## config.mk

```make
export PLATFORM = sky130hd
export DESIGN_NAME = c_hazard_stall_ctrl
export DESIGN_NICKNAME = d
export VERILOG_FILES = /design/src/rtl/c_hazard_stall_ctrl.sv
export SDC_FILE = /design/constraint.sdc
export NUM_CORES = 1
export LEC_CHECK = 0
export BUFFER_PORTS_ARGS = -buffer_cell sky130_fd_sc_hd__buf_4
export CAP_MARGIN = 10
export CORE_AREA = 5 5 47 49
export DETAILED_ROUTE_END_ITERATION = 16
export DIE_AREA = 0 0 52 54
export PLACE_DENSITY = 0.86
export SETUP_SLACK_MARGIN = 0.2
export SYNTH_ARGS = -nofsm -noshare
export SYNTH_HDL_FRONTEND = slang
export SYNTH_SLANG_ARGS = --single-unit
```

## constraint.sdc

```tcl
create_clock -name clock -period 2.28 [get_ports clock]
set_clock_uncertainty 0.05 [all_clocks]
set_input_delay 0.342 -clock clock [delete_from_list [all_inputs] [get_ports clock]]
set_output_delay 0.342 -clock clock [all_outputs]
set_load 0.02 [all_outputs]
```

## src/rtl/c_hazard_stall_ctrl.sv

```systemverilog
// Pipeline stall/flush sequencer for the 5-stage core: load-use and branch hazards
// plus a wait-state FSM that freezes the pipe on slow data-memory accesses.
module c_hazard_stall_ctrl #(
    parameter int REG_AW  = 5,
    parameter int TIMEOUT = 64,
    parameter int CNT_W   = 8
) (
    input  logic              clock,
    input  logic              reset,
    input  logic [REG_AW-1:0] Rs1D,
    input  logic [REG_AW-1:0] Rs2D,
    input  logic [REG_AW-1:0] RdE,
    input  logic [1:0]        ResultSrcE,
    input  logic              PCSrcE,
    input  logic              MemAccessM,
    input  logic              mem_ready,
    output logic              StallF,
    output logic              StallD,
    output logic              StallE,
    output logic              StallM,
    output logic              FlushD,
    output logic              FlushE,
    output logic              FlushW,
    output logic              busy,
    output logic              mem_err
);

    localparam logic [1:0] ST_RUN  = 2'd0;
    localparam logic [1:0] ST_WAIT = 2'd1;
    localparam logic [1:0] ST_HALT = 2'd2;

    localparam logic [CNT_W-1:0] TIMEOUT_C = CNT_W'(TIMEOUT);
    localparam logic [CNT_W-1:0] CNT_MAX   = {CNT_W{1'b1}};

    logic [1:0]       state_q, state_d;
    logic [CNT_W-1:0] wait_cnt_q, wait_cnt_d;
    logic             mem_err_q, mem_err_d;

    logic lw_stall;
    logic mem_stall;
    logic freeze;

    assign lw_stall  = (ResultSrcE == 2'b01) && (RdE != '0) &&
                       ((Rs1D == RdE) || (Rs2D == RdE));
    assign mem_stall = MemAccessM && !mem_ready;

    // While frozen, E holds its instruction, so hazards are re-evaluated once
    // the memory access completes; they must not act during the freeze.
    always_comb begin
        freeze = 1'b0;
        case (state_q)
            ST_RUN:  freeze = mem_stall;
            ST_WAIT: freeze = !mem_ready;
            default: freeze = 1'b1;
        endcase
    end

    always_comb begin
        state_d    = state_q;
        wait_cnt_d = wait_cnt_q;
        mem_err_d  = mem_err_q;
        case (state_q)
            ST_RUN: begin
                if (mem_stall) begin
                    state_d    = ST_WAIT;
                    wait_cnt_d = {{(CNT_W-1){1'b0}}, 1'b1};
                end else begin
                    wait_cnt_d = '0;
                end
            end
            ST_WAIT: begin
                if (mem_ready) begin
                    state_d    = ST_RUN;
                    wait_cnt_d = '0;
                end else if (wait_cnt_q == TIMEOUT_C) begin
                    state_d   = ST_HALT;
                    mem_err_d = 1'b1;
                end else if (wait_cnt_q != CNT_MAX) begin
                    wait_cnt_d = wait_cnt_q + 1'b1;
                end
            end
            ST_HALT: begin
                mem_err_d = 1'b1;
            end
            default: begin
                state_d    = ST_RUN;
                wait_cnt_d = '0;
            end
        endcase
    end

    always_ff @(posedge clock or posedge reset) begin
        if (reset) begin
            state_q    <= ST_RUN;
            wait_cnt_q <= '0;
            mem_err_q  <= 1'b0;
        end else begin
            state_q    <= state_d;
            wait_cnt_q <= wait_cnt_d;
            mem_err_q  <= mem_err_d;
        end
    end

    // Outputs are gated by reset so they drop asynchronously with it.
    assign StallF  = !reset && (freeze || lw_stall);
    assign StallD  = !reset && (freeze || lw_stall);
    assign StallE  = !reset && freeze;
    assign StallM  = !reset && freeze;
    assign FlushD  = !reset && !freeze && PCSrcE;
    assign FlushE  = !reset && !freeze && (lw_stall || PCSrcE);
    assign FlushW  = !reset && freeze;
    assign busy    = !reset && (state_q != ST_RUN);
    assign mem_err = mem_err_q;

endmodule

```

# == Yosys cells after proc, flatten, opt, wreduce, memory -nomap -nowiden ==
# Index checks and enable logic that the tools add are counted.
# totals
register_bits,11
inputBits,22
output_inout_bits,9
elab_cells,53
# op_classes
addsub,1
n_eq_ne,13
mux,13
bitwise,1
reduce_logical,22
# op_table
operator,count
8-bit two-way mux,3
8-bit one-hot mux with 3 select lines,1
5-bit == test,2
1-bit logical AND,9
"3-bit inequality test, second input constant",3
3-bit AND reduction,3
"8-bit by 1-bit adder with 8-bit output, second input constant",1
"8-bit by 7-bit == test with 1-bit output, second input constant",1
"8-bit inequality test, second input constant",1
2-bit two-way mux,3
"2-bit inequality test, second input constant",3
2-bit one-hot mux with 3 select lines,1
5-bit nonzero test,1
"2-bit by 1-bit == test with 1-bit output, second input constant",2
1-bit one-hot mux with 2 select lines,2
2-bit nonzero test,2
1-bit logical NOT,3
1-bit logical OR,3
1-bit two-way mux,3
"2-bit == test, second input constant",1
2-bit logical NOT,1
1-bit NOT,1

# == Longest topological paths before layout ==
# Gate-level depths: netlist (run 1).
# depth
word_depth,6
mapped_depth,7
ltp_nobuf,7

# == Least setup slack after synthesis (run 1) ==
# No wires, ideal clock.
# synth_timing
path_type,input port to output port
startpoint,in RdE[1]
endpoint,out StallF
arrival_time_ps,1622
t_required_ps,1888
setup_slack_ps,266
stages,6
cell_sequence,or4_1 nor2_1 nor4b_1 o21ai_0 o21ai_0 buf_4
# synth_between
elab_chain_cells,5
word_cells_on_any_way,8
classes_between,eq/ne: 2; reduce/logical: 6
# synth_rtl
item,line,text
from (decl),12,"input logic [REG_AW-1:0] RdE,"
5-bit == test or 5-bit nonzero test (tied branches),"44, 43",
1-bit logical OR or 1-bit logical AND (tied branches),"44, 43",
1-bit logical AND *,43,assign lw_stall = (ResultSrcE == 2'b01) && (RdE != '0) &&
1-bit logical OR *,n/a,
1-bit logical AND *,n/a,
to (decl),17,"output logic StallF,"
# Every way passes the cells marked *; elsewhere a longest branch is shown, timed or not.

# == Final worst setup path (run 1) ==
# layout_timing
startpoint,in RdE[1]
endpoint,out StallD
# layout_between
elab_chain_cells,5
word_cells_on_any_way,8
classes_between,eq/ne: 2; reduce/logical: 6
# layout_rtl
item,line,text
5-bit == test or 5-bit nonzero test (tied branches),"44, 43",
1-bit logical OR or 1-bit logical AND (tied branches),"44, 43",
1-bit logical AND *,43,
1-bit logical OR *,106,assign StallD = !reset && (freeze || lw_stall);
1-bit logical AND *,106,
to (decl),18,"output logic StallD,"
# Marks and branches as above.

==> results of run 1 <==
-- Yosys cell counts, drive strengths merged --
cell type	count	area (µm²)
and3	2	12.51
o311ai	2	17.52
nor4	2	12.51
a22o	1	8.760
nand4	1	6.260
a21o	1	7.510
inv	5	18.77
or3	3	18.77
or4	1	7.510
nor2	10	37.54
xor2	4	35.03
clkbuf	1	3.750
dfrtp	11	275.3
or2	2	12.52
a21oi	6	30.03
o21ai	4	23.77
ha	2	25.02
o21bai	1	7.510
a31oi	1	6.260
nand2	8	30.03
nand3b	1	7.510
nor2b	1	6.260
nand2b	1	6.260
xnor2	6	52.55
o21a	1	7.510
a31o	1	8.760
nand3	5	25.02
o41ai	2	17.52
o221ai	1	8.760
and4	1	11.26
a21boi	1	7.510
buf	4	27.52
nor3	3	15.01
o22ai	1	6.260
nor4b	2	17.52
and2	1	6.260
-- cell type report --
type                            count  area (µm²)  share of cell area, %
Inverter                            5       18.77                  1.697
Multi-Input combinational cell     79       511.7                  46.27
Tap cell                           27       33.78                  3.054
Sequential cell                    11       275.3                  24.89
Timing Repair Buffer               32       240.2                  21.72
Clock buffer                        4       26.28                  2.376
-- per-layer routing --
| metal | global-route usage, % | up-vias |
|---|---|---|
| li1 | - | 422 |
| met1 | 19.15 | 395 |
| met2 | 30.96 | 43 |
| met3 | 3.601 | 5 |
| met4 | 5.677 | 0 |
| met5 | 0 | - |
-- worst max-delay path, cell delays in order --
cell     delay, ps
buf_4          120
or4_1          500
nor2_1         100
nor4b_1         50
o21ai_0        100
o21ai_0        150
buf_4          180
-- through the flow --
| stage | utilization [%] | hold slack [ps] | instance area (µm²) |
|---|---|---|---|
| floorplan | - | 149.5 | 828.3 |
| global route | 60.71 | 74.10 | 1106 |
| finish | 60.71 | 48.24 | 1106 |
| global placement | 58.79 | 335.5 | 1071 |
| CTS | 60.23 | 54.09 | 1097 |
| detailed placement | 58.79 | 337.7 | 1071 |
-- kinds of logic (layout without fill, tap and decap cells) --
| family | after synthesis | after routing | synth area share, % |
|---|---|---|---|
| adders and majority gates | 2 | 2 | 3.021 |
| xor gates and xnor gates | 10 | 10 | 10.57 |
| and+or+nand+nor | 44 | 44 | 28.10 |
| AOI/OAI and AO/OA | 23 | 23 | 19.04 |
| buffers and inverters | 10 | 41 | 6.041 |
| DFF | 11 | 11 | 33.23 |
-- power by group through the flow --
| stage | combinational (mW) | clock, mW | sequential, mW |
|---|---|---|---|
| finish | 0.109 | 0.133 | 0.202 |
| global route | 0.120 | 0.145 | 0.203 |
| CTS | 0.109 | 0.135 | 0.202 |
| detailed placement | 0.108 | 0 | 0.206 |
| global placement | 0.105 | 0 | 0.206 |
| floorplan | 0.0568 | 0 | 0.205 |
-- worst paths after layout --
check | slack [ps] | startpoint | end | depth (start not counted)
min in group clock | 330 | mem_ready | state_q[0] | 3
max in group asynchronous | 1980 | reset | wait_cnt_q[7] | 3
hold reg to reg | 430 | mem_err | mem_err | 1
setup reg to reg | 420 | wait_cnt_q[0] | wait_cnt_q[5] | 7
setup / recovery | 330 | RdE[1] | StallD | 7
hold / removal | 50 | reset | wait_cnt_q[5] | 3
-- placed cells by master (no fill, tap or decap), types with 2 or more instances in the layout --
cell and count:
a21oi_1 6, and3_1 2, buf_4 32, clkbuf_4 3, dfrtp_1 11, ha_1 2, inv_1 5, nand2_1 8
nand3_1 5, nor2_1 9, nor3_1 3, nor4_1 2, o21ai_0 3, o311ai_0 2, o41ai_1 2, or3_1 3
xnor2_1 6, xor2_1 4
-- registers in the layout, indices dropped and copies added (netlist names) --
| register | cells |
|---|---|
| state_q | 2 |
| mem_err | 1 |
| wait_cnt_q | 8 |
-- what timing repair did --
item | CTS | global route
gates resized for setup | 0 | 2
hold buffers | 0 | 0
endpoints found under the setup margin | 0 | 4
==> results.yml, run 1 <==
run_status:
  outcome: "complete, no violations"
sta:
  setup_viol: 0
  rsz0062_at_grt: "true"
  min_period_over_period_pct: 85.32
  fin_crit_ps: 1945
  slew_headroom_pct: 75.00
  tightest_slew_ps: 370.3
  hold_viol_final: 0
  slew_viol_final: 0
  max_freq_mhz: 514.1
  worst_slack_ps: 334.7
  setup_tns_ps: 0
floorplan:
  die_w_um: 52
  core.rowCount: 16
  start_util_pct: 45.47
  dieArea_mm2: 0.002808
  boundaryPins: 31
  die_y_um: 54
  fp.coreArea_mm2: 0.001822
placement:
  portBuffers: 30
  place_congestion: 0.7886
  dp_cells: 154
  dp_hpwl_mm: 1.662
  pre_cts_ws_ps: 320.5
pwr:
  combPwrFrac_pct: 24.4
  p_leak_nw: 0.5173
  power_density_mw_per_mm2: 401.4
  max-vdd-ir-drop_mv: 0.3598
  netSwitchingPower_mw: 0.1213
  power_frac_seq_pct: 45.6
  p_int_mw: 0.3227
  total_power_mw: 0.4440
  switching_share_pct: 27.32
  p_clk_share_pct: 30.0
yosys:
  synth_fp_nets: 124
  synth_cells: 100
  syn_area_per_cell_um2: 8.283
  seq_area_frac_synth_pct: 33.23
  synth_cell_types: 39
  synth_seq_cells: 11
  synth-warning-count: 0
  syn_area_um2: 828.3
clock_tree:
  cts_buffers: 3
  htreeDepth: 1
  cts_root_buf: "clkbuf_4"
  clk_latency_ps: 270
  clkSinkCount: 11
  clockBufferDepth: 2
  cts_tree: "yes"
  cts_setup_buffers: 0
  clk_pin_slew_ps: 80
cells_and_area:
  antenna_cells: 0
  finalNonFillerCells: 158
  nNetsFinal: 156
  fillers: 163
  synthToLayoutAreaGrowth_pct: 33.53
  drive_gt1_share_pct: 30.53
routing:
  drtIter0Drc: 19
  num_vias: 865
  wirelength_mm: 2.156
  wl_met2_mm: 1.029
  routed-wl-met3_um: 244
  top_layer_used: "met4"
  post_drt_wl_per_cell_um: 13.65
  viasPerCell: 5.475
  drtAntennaViolNets: 0
  met1_length_um: 851
  dr.pass1.iters: 4
  drc_errors: 0
grt:
  grt_pass1_vias: 893
  overflow: 0
  grt_pass1_wl_mm: 3.643
  grt_max_degree: 12
  track_usage_pct: 16.82
  antenna_found_initial: 0
worst_hold_path:
  hold_path.class: "primary input to async pin"
critical_path:
  crit_path_end_kind: "output pin"
  worst_setup_path_start_kind: "primary input"
  cp.arrival_ps: 1550
  crit_type: "primary input to output pin"
  cp_data_required_time_ps: 1890
  cp_max_fo: 3
run:
  cap_violations: 0
No activity file was read; power rests on OpenSTA's default activity.
==> inputs of run 2 (changes only) <==
--- a/config.mk
+++ b/config.mk
@@ -7,10 +7,10 @@
 export LEC_CHECK = 0
 export BUFFER_PORTS_ARGS = -buffer_cell sky130_fd_sc_hd__buf_4
 export CAP_MARGIN = 10
-export CORE_AREA = 5 5 47 49
+export CORE_AREA = 5 5 49 51
 export DETAILED_ROUTE_END_ITERATION = 16
-export DIE_AREA = 0 0 52 54
-export PLACE_DENSITY = 0.86
+export DIE_AREA = 0 0 54 56
+export PLACE_DENSITY = 0.8
 export SETUP_SLACK_MARGIN = 0.2
 export SYNTH_ARGS = -nofsm -noshare
 export SYNTH_HDL_FRONTEND = slang
==> run 2 against run 1 <==
Global-route usage fell by 2.6 points. Flip-flop and latch count did not move. Clock power barely moved. Hold slack improved by 1.9 ps. Sequential share of layout area rose by 0.14 points. Critical path depth did not move. First-iteration DRC count fell by 26%.
==> results.yml, run 2 (synthesis gave the netlist of run 1 again) <==
routing:
  wirelength_mm: 2.069
  dr.pass1.iters: 4
  drtIter0Drc: 14
  post_drt_wl_per_cell_um: 13.09
  viasPerCell: 5.329
  num_vias: 842
  drc_errors: 0
  drtAntennaViolNets: 0
critical_path:
  cp_cell_sequence: "buf_4 > or4_1 > nor2_1 > nor4b_1 > o21ai_0 > o21ai_1 > buf_4"
  cp_max_fo: 3
  crit_path_end_kind: "output pin"
  slowest_stage: "or4_1"
  crit_type: "primary input to output pin"
  path_buf_inv: 2
  rrSetupSlack_ps: 530
  cp.arrival_ps: 1530
  critPathMostFrequentCell: "buf_4"
  cp_data_required_time_ps: 1890
  worst_setup_path_start_kind: "primary input"
  cpPeakStageDelay_ps: 500
  crit_family: "simple AND/OR/NAND/NOR gates"
grt:
  grt_pass1_vias: 807
  grt_pass1_wl_mm: 3.367
  grt_max_degree: 12
  antenna_found_initial: 0
  track_usage_pct: 14.21
  overflow: 0
floorplan:
  die_y_um: 56
  start_util_pct: 43.55
  dieArea_mm2: 0.003024
  die_w_um: 54
  core.rowCount: 16
  boundaryPins: 31
  fp.coreArea_mm2: 0.001902
cells_and_area:
  nNetsFinal: 156
  fillers: 171
  finalNonFillerCells: 158
  regMostFlops: "wait_cnt_q"
  final_common_cell: "buf_4"
  largest_register_ff_count: 8
  final_cell_mix: "32 x buf_4, 11 x dfrtp_1, 9 x nor2_1"
  synthToLayoutAreaGrowth_pct: 32.78
  antenna_cells: 0
  drive_gt1_share_pct: 29.77
pwr:
  power_frac_seq_pct: 46.0
  switching_share_pct: 26.80
  max-vdd-ir-drop_mv: 0.3223
  combPwrFrac_pct: 24.5
  p_leak_nw: 0.5149
  power_density_mw_per_mm2: 400.1
  total_power_mw: 0.4401
  p_int_mw: 0.3222
  p_clk_share_pct: 29.5
  netSwitchingPower_mw: 0.1179
sta:
  fin_crit_ps: 1920
  tightest_slew_ps: 345.2
  hold_slack_ps: 50.14
  max_freq_mhz: 520.9
  setup_tns_ps: 0
  min_period_over_period_pct: 84.20
  setup_viol: 0
  slew_viol_final: 0
  hold_viol_final: 0
  slew_headroom_pct: 76.98
  rsz0062_at_grt: "true"
clock_tree:
  clk_pin_slew_ps: 70
  cts_buffers: 3
  cts_setup_buffers: 0
  clockBufferDepth: 2
  htreeDepth: 1
  clk_latency_ps: 260
  clkSinkCount: 11
  cts_tree: "yes"
  cts_root_buf: "clkbuf_4"
placement:
  dp_hpwl_mm: 1.629
  portBuffers: 30
  place_congestion: 0.8200
  dp_cells: 154
run_status:
  outcome: "complete, no violations"
worst_hold_path:
  hold_path.class: "primary input to async pin"
run:
  cap_violations: 0
-- run 2: worst paths after layout --
kind	startpoint	end	cells after the start
max in group asynchronous	reset	wait_cnt_q[3]	3
min	reset	state_q[1]	3
max	RdE[1]	StallD	7
min in group clock	mem_ready	state_q[0]	3
min reg2reg	mem_err	mem_err	1
max reg2reg	wait_cnt_q[0]	wait_cnt_q[3]	7
-- run 2: final cells by class --
cell class,count,area (µm²),area share (%)
Tap cell,27,33.78,3.072
Inverter,5,18.77,1.706
Multi-Input combinational cell,79,505.5,45.96
Sequential cell,11,275.3,25.03
Clock buffer,4,26.28,2.389
Timing Repair Buffer,32,240.2,21.84
-- run 2: routing by layer --
layer	share of wire (%)	track usage [%]
met2	45	23.53
met5	0	0
met3	13	3.217
met4	0	5.338
met1	42	17.33
-- run 2: power by group through the flow --
stage	combinational, mW	sequential [mW]	clock, mW
global placement	0.105	0.206	0
floorplan	0.0568	0.205	0
global route	0.120	0.203	0.148
CTS	0.108	0.202	0.136
detailed placement	0.107	0.206	0
finish	0.108	0.202	0.130
-- run 2: repair_timing --
action	4_1_cts	5_1_grt
setup endpoints to repair	0	3
endpoints found under the hold margin	0	0
gates resized for setup	0	2
hold buffers	0	0
-- run 2: tightest hold or removal path, stage by stage --
cell and delay [ps]:
buf_4 130, inv_1 60, buf_4 190
-- run 2: metrics by stage --
| step | util, % | setup slack [ps] | cell area [µm²] |
|---|---|---|---|
| after floorplan | - | 266.3 | 828.3 |
| after global placement | 56.32 | 340.0 | 1071 |
| after detailed placement | 56.32 | 320.3 | 1071 |
| after CTS | 57.70 | 318.8 | 1097 |
| after global routing | 57.83 | 188.3 | 1100 |
| final | 57.83 | 360.3 | 1100 |
